`src/rtl/nexys_starship_repair_lock.sv`:
```
// Combo-lock repair engine: latches a hex challenge for a broken room,
// checks switch submissions, and pulses repaired or fail.
module nexys_starship_repair_lock #(
  parameter int MAX_ATTEMPTS = 3,
  parameter int TIMEOUT_CYC  = 500_000_000,
  parameter int TO_W         = 29
) (
  input  logic       Clk,
  input  logic       Reset,
  input  logic       play_flag,
  input  logic       game_over,
  input  logic [3:0] broken_req,
  input  logic [3:0] rand_hex,
  input  logic [3:0] sw_combo,
  input  logic       submit_pulse,
  output logic [3:0] challenge_hex,
  output logic [3:0] active_room,
  output logic [1:0] attempts_left,
  output logic [3:0] repaired,
  output logic       fail,
  output logic       q_Idle,
  output logic       q_Arm,
  output logic       q_Wait,
  output logic       q_Check,
  output logic       q_Done,
  output logic       q_Fail
);

  typedef enum logic [5:0] {
    S_IDLE  = 6'b000001,
    S_ARM   = 6'b000010,
    S_WAIT  = 6'b000100,
    S_CHECK = 6'b001000,
    S_DONE  = 6'b010000,
    S_FAIL  = 6'b100000
  } state_e;

  localparam logic [TO_W-1:0] TO_LAST = TO_W'(TIMEOUT_CYC - 1);
  localparam logic [1:0]      ATT_MAX = 2'(MAX_ATTEMPTS);

  state_e          state_q, state_d;
  logic [3:0]      chal_q, chal_d;
  logic [3:0]      room_q, room_d;
  logic [1:0]      att_q, att_d;
  logic [3:0]      rep_q, rep_d;
  logic            fail_q, fail_d;
  logic [TO_W-1:0] cnt_q, cnt_d;
  logic [3:0]      pick;

  // Fixed priority: top > btm > left > right
  always_comb begin
    pick = 4'b0000;
    if (broken_req[3])      pick = 4'b1000;
    else if (broken_req[2]) pick = 4'b0100;
    else if (broken_req[1]) pick = 4'b0010;
    else if (broken_req[0]) pick = 4'b0001;
  end

  always_comb begin
    state_d = state_q;
    chal_d  = chal_q;
    room_d  = room_q;
    att_d   = att_q;
    cnt_d   = cnt_q;
    rep_d   = 4'b0000;
    fail_d  = 1'b0;
    if (game_over || !play_flag) begin
      state_d = S_IDLE;
      room_d  = 4'b0000;
    end else begin
      unique case (state_q)
        S_IDLE: begin
          if (broken_req != 4'b0000) begin
            state_d = S_ARM;
            room_d  = pick;
          end
        end
        S_ARM: begin
          // Never hand out a challenge the switches already match
          chal_d  = (rand_hex == sw_combo) ? ~rand_hex : rand_hex;
          att_d   = ATT_MAX;
          cnt_d   = '0;
          state_d = S_WAIT;
        end
        S_WAIT: begin
          cnt_d = cnt_q + TO_W'(1);
          if ((broken_req & room_q) == 4'b0000) begin
            state_d = S_IDLE;
            room_d  = 4'b0000;
          end else if (submit_pulse) begin
            state_d = S_CHECK;
          end else if (cnt_q == TO_LAST) begin
            state_d = S_FAIL;
            fail_d  = 1'b1;
          end
        end
        S_CHECK: begin
          if (sw_combo == chal_q) begin
            state_d = S_DONE;
            rep_d   = room_q;
          end else if (att_q <= 2'd1) begin
            state_d = S_FAIL;
            fail_d  = 1'b1;
          end else begin
            att_d   = att_q - 2'd1;
            cnt_d   = '0;
            state_d = S_WAIT;
          end
        end
        S_DONE, S_FAIL: begin
          state_d = S_IDLE;
          room_d  = 4'b0000;
        end
        default: begin
          state_d = S_IDLE;
          room_d  = 4'b0000;
        end
      endcase
    end
  end

  always_ff @(posedge Clk or negedge Reset) begin
    if (!Reset) begin
      state_q <= S_IDLE;
      chal_q  <= 4'h0;
      room_q  <= 4'b0000;
      att_q   <= ATT_MAX;
      rep_q   <= 4'b0000;
      fail_q  <= 1'b0;
      cnt_q   <= '0;
    end else begin
      state_q <= state_d;
      chal_q  <= chal_d;
      room_q  <= room_d;
      att_q   <= att_d;
      rep_q   <= rep_d;
      fail_q  <= fail_d;
      cnt_q   <= cnt_d;
    end
  end

  assign challenge_hex = chal_q;
  assign active_room   = room_q;
  assign attempts_left = att_q;
  assign repaired      = rep_q;
  assign fail          = fail_q;
  assign q_Idle        = state_q[0];
  assign q_Arm         = state_q[1];
  assign q_Wait        = state_q[2];
  assign q_Check       = state_q[3];
  assign q_Done        = state_q[4];
  assign q_Fail        = state_q[5];

endmodule

```
`config.mk`:
```
export PLATFORM = sky130hd
export DESIGN_NAME = nexys_starship_repair_lock
export DESIGN_NICKNAME = d
export VERILOG_FILES = /design/src/rtl/nexys_starship_repair_lock.sv
export SDC_FILE = /design/constraint.sdc
export NUM_CORES = 1
export LEC_CHECK = 0
export BUFFER_PORTS_ARGS = -buffer_cell sky130_fd_sc_hd__buf_2
export CORE_UTILIZATION = 54
export CTS_CLUSTER_SIZE = 24
export DETAILED_ROUTE_END_ITERATION = 8
export GPL_TIMING_DRIVEN = 0
export PLACE_DENSITY = 0.76
export RECOVER_POWER = 50
export SYNTH_ARGS = -nofsm -noshare
export SYNTH_HDL_FRONTEND = slang
export SYNTH_SLANG_ARGS = --single-unit
```
`constraint.sdc`:
```
create_clock -name Clk -period 2.3 [get_ports Clk]
set_input_delay 0.46 -clock Clk [delete_from_list [all_inputs] [get_ports Clk]]
set_output_delay 0.46 -clock Clk [all_outputs]
set_load 0.05 [all_outputs]
```
# Word-level counts from Yosys, hierarchy flattened

Index checks and enable logic that the tools add are counted.

Memories: 0
Bits in writable memories: 0
Output and inout bits: 21
Bits in read-only memories: 0
Latch bits: 0
Register bits after elaboration: 50

Add/sub/neg operators: 2
$mul: 0
Mux-type cells: 33
Bitwise operators: 3
Shift operators: 0
Equal/unequal tests: 13
Reductions and logical operators: 12
Magnitude comparators: 1
Divide/modulo/power cells: 0

Operators with widths:

| kind                                           | number |
|---|---|
| case mux 29 bit (3 select lines)               | 1 |
| 2-to-1 mux 29 bit                              | 2 |
| 2-to-1 mux 6 bit                               | 7 |
| 2-to-1 mux 4 bit                               | 8 |
| adder 29 x 1 -> 29 bit (second input constant) | 1 |
| == test 29 bit (second input constant)         | 1 |
| case mux 6 bit (4 select lines)                | 1 |
| case mux 4 bit (3 select lines)                | 1 |
| == test 4 bit                                  | 2 |
| AND reduction 4 bit                            | 2 |
| 2-to-1 mux 1 bit                               | 7 |
| == test 6 x 1 -> 1 bit (second input constant) | 1 |
| == test 6 x 2 -> 1 bit (second input constant) | 1 |
| == test 6 x 3 -> 1 bit (second input constant) | 1 |
| == test 6 x 4 -> 1 bit (second input constant) | 1 |
| 2-to-1 mux 2 bit                               | 3 |
| inequality test 3 bit (second input constant)  | 2 |
| inequality test 5 bit (second input constant)  | 1 |
| bitwise AND 4 bit                              | 1 |
| zero test 4 bit                                | 1 |
| inequality test 2 bit (second input constant)  | 2 |
| NOT 4 bit                                      | 1 |
| case mux 2 bit (2 select lines)                | 1 |
| AND reduction 2 bit                            | 2 |
| 13 further kinds                               | 13 |

# Longest topological paths before layout

Gate-level depths: netlist (run 1).

Word-level depth: 7
Gate-level depth with buffers: 8
Depth with buffers taken out: 7

# Worst setup path before layout (run 1)

No wires, ideal clock.

Path kind: register to register
Start point: register att_q[1], in the netlist attempts_left[1]
End point: register cnt_q[10]
Period minus slack after synthesis: 1.970 ns
Path buffers: 1
Arrival time: 1.836 ns
Required time: 2.167 ns
Cell stages (with the launch flop): 9
Slack: 0.330 ns
Path through: dfstp_2 inv_1 ha_1 nand2b_1 a41oi_1 o211ai_1 buf_2 o21ai_0 o31ai_1

Cells in the longest elaborated chain, start to end: 3

Ends and longest elaborated chain:

| item                                   | RTL line | source |
|---|---|---|
| start, declared                        | 44       | `logic [1:0] att_q, att_d;` |
| start signal, assigned                 | 135      | `att_q <= att_d;` |
| <= comparator 2 x 1 -> 1 bit           | 101      | `end else if (att_q <= 2'd1) begin` |
| inequality test 2 bit (no source line) | n/a      |  |
| AND reduction 4 bit (no source line)   | n/a      |  |
| end signal, assigned                   | 138      | `cnt_q <= cnt_d;` |
| end, declared                          | 47       | `logic [TO_W-1:0] cnt_q, cnt_d;` |

No other way between the ends.
A chain may end at the register's enable or synchronous reset.

# Worst setup path in the final report (run 1)

Start point: register state_q[1]
End point: register cnt_q[24]

Cells in the longest elaborated chain, start to end: 3

Ends and longest elaborated chain:

| item                                                                         | RTL line | source |
|---|---|---|
| start, declared                                                              | 41       | `state_e state_q, state_d;` |
| start signal, assigned                                                       | 132      | `state_q <= state_d;` |
| == test 6 x 4 -> 1 bit (tied with other cells)                               | 71       | `unique case (state_q)` |
| inequality test 2 bit (no source line) or nonzero test 3 bit (tied branches) | n/a      |  |
| AND reduction 4 bit (no source line)                                         | n/a      |  |

Parallel ways exist; a longest one is shown, timed or not.

==> results.cfg, run 1 <==
[status]
outcome = completed

[cells_and_area]
diodes = 0
nets = 366
fin_util_pct = 64.9
instances_no_fill = 415
layout_common_cells = o21ai_0 (47), dfrtp_1 (47), buf_2 (30), nor2_1 (21), nand2_1 (20)
syn2layout_area_growth_pct = 13.0
drive_gt1_share_pct = 15.8

[timing]
hold_viol = 0
drv_slew = 0
fmax_ghz = 0.463
period_needed_ps = 2160
worst_clock_skew_ps = 12.3
setup_tns_ps = 0
rsz0062_at_grt = no
setup_viol = 0
slew_headroom_pct = 18.4
tightest_slew_ps = 1220
min_period_over_period_pct = 94.0

[critical_path]
cp_slowest_cell = dfrtp_1
path_class = reg2reg
crit_fanout = 10
arrival_ps = 2360
worst_ep_required_time_ps = 2500
endpoint_kind = flip-flop
worst_setup_path_start_kind = flip-flop
max_stage_delay_ps = 460
path_cells = nor4_4, and2_1, nand3_2, clkbuf_1, o31ai_1

[global_route]
grt_pass1_vias = 2315
grtUsageTotal_pct = 26.3
antenna_found_initial = 0
grt_max_degree = 51
grt_pass1_wl_um = 10800
grt_overflow = 0

[synthesis]
syn_nets = 322
synth-seq-area-share_pct = 45.3
synth_seq_cells = 50
yosysUniqueCellTypes = 46
syn-cell-area_mm2 = 0.00277
synthMuxAreaShare_pct = 0.407
yosys_warnings = 0
synth_adder_area_share_pct = 0.904
synth-xor-area-share_pct = 4.11
postSynthCellCount = 303
yosys.area.top_type_share_pct = 42.5
ys_top_cells_by_area = dfrtp_1 (42%), o21ai_0 (8.5%), o31ai_1 (3.5%), nand3_1 (3.4%), dfstp_2 (2.8%)
synth-compound-area-share_pct = 20.4
yosysTopAreaCell = dfrtp_1
synth_top_family_by_area = simple AND/OR/NAND/NOR gates
synth_area_per_cell_um2 = 9.14
yosys.area_share.simple_pct = 25.9

[placement]
hpwl_um = 4540
gp_congestion = 0.811
port_buffers = 37
post-place-cells = 407

[clock_tree]
htreeDepth = 2
ctsResizeCount = 0
clockBufferDepth = 2
clk_latency_ps = 310
root_buffer = clkbuf_8
cts_buffers = 5
tritoncts = yes
post_cts_buffers = 0
clock_sinks = 50
cts.clk_slew.worst_paths_ps = 90
cts.hold.buffers_added = 0

[routing]
drtIter0Drc = 215
first_pass_iters = 5
wl_um = 6500
drcViolationCount = 0
wl_per_cell_um = 15.7
vias_per_cell = 6.11
final_antenna_net_count = 0
vias = 2534

[power_and_ir_drop]
ir_worst_vdd_v = 0.000395
finalPower_uw = 1750
p_leak_uw = 0.00132
cellPowerDensity_mw_per_mm2 = 561

[floorplanning]
start_util_pct = 57.5
io_pins = 38
num_rows = 25
die_h_um = 73.6
die_area_mm2 = 0.00542
die_w_um = 73.6
fp.coreArea_mm2 = 0.00482

[min_path]
hold_class = in2reg

[run]
cap_violations = 0
## critical path, delay by kind of cell (launching register included)
family	cells	cell delay (ps)
compound gates	1	350
flops	1	460
buf+inv	1	340
simple gates	3	890
## path summary, 6_finish.rpt
path	startpoint	end	slack, ps	depth (start not counted)
max in group asynchronous	Reset	cnt_q[19]	1160	1
worst max register to register	state_q[1]	cnt_q[24]	140	5
worst min register to register	cnt_q[19]	cnt_q[19]	480	1
worst min-delay path	submit_pulse	state_q[3]	380	3
worst max-delay path	state_q[1]	cnt_q[24]	140	5
min in group asynchronous	Reset	repaired[0]	390	1
## area by class of cell
class                           count  area, um^2
Multi-Input combinational cell    234        1440
Fill cell                         424        1690
Inverter                            6        22.5
Timing Repair Buffer               37         173
Buffer                             13        60.1
Clock inverter                      2        12.5
Clock buffer                        6        82.6
Tap cell                           67        83.8
Sequential cell                    50        1250
## synthesized netlist by cell type, drive strengths merged
cell type	count
xnor2	8
nand3b	2
xor2	5
a22o	2
clkbuf	6
a41oi	3
nor2b	2
a31oi	9
ha	2
nand2	20
and2	6
nor3	11
o21ai	47
a2bb2oi	1
nand2b	4
nand4b	1
and3	5
a22oi	1
nand4	12
mux2	1
a221oi	3
o21bai	1
and4	2
or2	1
nor2	21
dfrtp	47
dfstp	3
a21oi	13
inv	6
and3b	1
or4	2
buf	7
o31ai	13
or3	2
o211ai	1
nand3	22
nor4b	1
nor4	8
o41ai	1
## cell families after synthesis
| kind of cell | Yosys count |
|---|---|
| DFF | 50 |
| and+or+nand+nor | 123 |
| AOI/OAI and AO/OA | 95 |
| xor gates and xnor gates | 13 |
| adders and majority gates | 2 |
| buffers and inverters | 19 |
| muxes | 1 |
## per-stage QoR
| step | area, um^2 | setup WS (ps) | hold WS (ps) |
|---|---|---|---|
| after global placement | 3040 | 136 | 465 |
| after global routing | 3130 | 11.5 | 390 |
| after CTS | 3130 | 140 | 372 |
| after detailed placement | 3040 | 131 | 468 |
| final | 3130 | 139 | 379 |
| after floorplan | 2770 | 330 | 164 |
## report_power, final
group	total, uW	leakage [uW]	internal (uW)	switching [uW]
sequential	947	0.000679	915	32.7
combinational	267	0.000590	73.9	193
clock	539	0.0000472	242	297
total	1750	0.00132	1230	523
## metal layers
| layer | vias up | part of all wire [%] | wire, um | global-route usage [%] |
|---|---|---|---|---|
| li1 | 1222 | - | - | - |
| met1 | 1220 | 48 | 3140 | 36.7 |
| met2 | 82 | 46 | 2990 | 41.9 |
| met3 | 10 | 4.4 | 285 | 4.66 |
| met4 | 0 | 1.3 | 84 | 7.69 |
| met5 | - | 0 | 0 | 0 |
## flip-flops by register name (all words and copies together) (netlist names)
name	flops
cnt_q	29
fail	1
challenge_hex	4
state_q	6
attempts_left	2
active_room	4
repaired	4
No activity file was read; power rests on OpenSTA's default activity.
==> run 2, diff against run 1 <==
- ABC_AREA: unset -> 1
- PLACE_DENSITY: 0.76 -> 0.75
==> results.cfg, run 2 <==
[routing]
vias_per_cell = 5.21
first_pass_iters = 5
wl_per_cell_um = 13.0
drtIter0Drc = 229
vias = 3203
drcViolationCount = 0
wl_um = 7970
final_antenna_net_count = 0

[placement]
place_ws_ps = 411
hpwl_um = 6110
gp_congestion = 0.973
port_buffers = 37
dpl_cell_area_mm2 = 0.00362

[min_path]
hold_class = in2async

[synthesis]
synth_ff_type = dfrtp_1
yosys_warnings = 0
synth_seq_cells = 50
yosysTopAreaCell = dfrtp_1
async_flop_share_pct = 100
synth-edff-count = 0
synth.most_common_cell = nand2_1
yosys.area.top_type_share_pct = 35.2
synthTopCellsByCount = nand2_1 (185), nor2_1 (75), inv_1 (55)
yosysUniqueCellTypes = 27
postSynthCellCount = 495
syn-cell-area_mm2 = 0.00334
ys_top_cells_by_area = dfrtp_1 (35%), nand2_1 (21%), nor2_1 (8.4%), nand3_1 (6.4%), inv_1 (6.2%)
synth_area_per_cell_um2 = 6.75
synth-seq-area-share_pct = 37.6
syn_nets = 514

[clock_tree]
ctsResizeCount = 0
tritoncts = yes
clk_latency_ps = 300
clockBufferDepth = 2
cts_buffers = 5
post_cts_buffers = 0
clock_sinks = 50
cts.clk_slew.worst_paths_ps = 90
root_buffer = clkbuf_8
cts.hold.buffers_added = 0
htreeDepth = 2

[critical_path]
endpoint_kind = flip-flop
worst_ep_required_time_ps = 2530
r2r-start = cnt_q[0]
r2r_end = state_q[5]
reg2reg_depth = 9
worst_setup_path_start_kind = flip-flop
crit_fanout = 6
path_class = reg2reg
arrival_ps = 2140
r2r_slack_ps = 390

[floorplanning]
io_pins = 38
die_h_um = 80.7
start_util_pct = 56.1
num_rows = 28
die_area_mm2 = 0.00651
die_w_um = 80.7
fp.coreArea_mm2 = 0.00596

[cells_and_area]
regMostFlops = cnt_q
final_common_cell = nand2_1
fin_util_pct = 62.2
syn2layout_area_growth_pct = 10.9
largest_register_ff_count = 29
diodes = 0
nets = 558
design_area_mm2 = 0.00370
top_regs = cnt_q: 29 flops, state_q: 6 flops
layout_common_cells = nand2_1 (185), nor2_1 (76), inv_1 (55), dfrtp_1 (47), nand3_1 (44)
drive_gt1_share_pct = 14.4

[power_and_ir_drop]
cellPowerDensity_mw_per_mm2 = 502
p_leak_uw = 0.00176
ir_worst_vdd_v = 0.000327

[timing]
tightest_slew_ps = 1240
rsz0062_at_grt = no
fmax_ghz = 0.524
period_needed_ps = 1910
drv_slew = 0
setup_tns_ps = 0
setup_viol = 0
min_period_over_period_pct = 83.0
slew_headroom_pct = 17.6
final.setup.worst_slack_ps = 391
worst_clock_skew_ps = 7.95
hold_viol = 0

[status]
outcome = completed

[global_route]
grt_pass1_vias = 3028
antenna_found_initial = 0
grtUsageTotal_pct = 26.9
grt_overflow = 0
grt_max_degree = 51
grt_pass1_wl_um = 13400

[run]
cap_violations = 0
[run 2: cell types whose count changed after synthesis, moves of 14 or more]
cell	delta
inv_1	+49
nand2_1	+165
o21ai_2	+14
nand3_1	+24
o21ai_0	-39
nor2_1	+54
[run 2: layer usage]
layer	vias to the layer above	wire length (um)	track usage (%)
li1	1624	-	-
met1	1483	3620	33.8
met2	81	3910	47.2
met3	15	298	3.64
met4	0	140	8.75
met5	-	0	0
[run 2: report_power, final]
group	total, uW	internal, uW	leakage (uW)	switching (uW)
registers	959	922	0.000677	36.8
clock network	618	326	0.0000524	292
logic	283	78.0	0.00103	205
total	1860	1330	0.00176	534
[run 2: kinds of logic after synthesis]
family	count (synthesis)	synth area share (%)
DFF	50	37.6
adders and majority gates	2	0.749
buffers and inverters	66	8.73
xor gates and xnor gates	18	4.72
and+or+nand+nor	335	43.0
AOI/OAI and AO/OA	24	5.28
[run 2: how the worst max path moves through the flow]
stage	start	endpoint	slack, ps
4_1_cts	cnt_q[0]	state_q[5]	390
5_1_grt	state_q[5]	cnt_q[13]	290
3_5_place_dp	cnt_q[0]	state_q[5]	410
2_1_floorplan	attempts_left[1]	cnt_q[19]	460
3_3_place_gp	cnt_q[0]	state_q[5]	460
6_report	cnt_q[0]	state_q[5]	390
[run 2: through the flow]
stage | std cells | hold WS [ps] | power, uW
after floorplan | 495 | 164 | 1170
final | 615 | 393 | 1860
after detailed placement | 607 | 464 | 1260
after CTS | 615 | 383 | 1880
after global routing | 615 | 380 | 1940
after global placement | 607 | 457 | 1250
[run 2: layout make-up]
| type | count | area [um^2] |
|---|---|---|
| fillers | 592 | 2250 |
| multi-input cells | 379 | 1780 |
| flip-flops and latches | 50 | 1250 |
| inverters | 57 | 214 |
| repair buffers | 37 | 175 |
| well taps | 75 | 93.8 |
| plain buffers | 9 | 77.6 |
| clock buffers | 7 | 76.3 |
| clock inverters | 1 | 30.0 |
[run 2: critical path: stages, from the launching register on]
cell and delay, ps:
dfrtp_1 470, ha_1 420, nand3_1 240, inv_2 130, nand2_2 90, inv_2 90
nand4_1 110, nand2_1 110, nand2_1 80, nor2_1 100
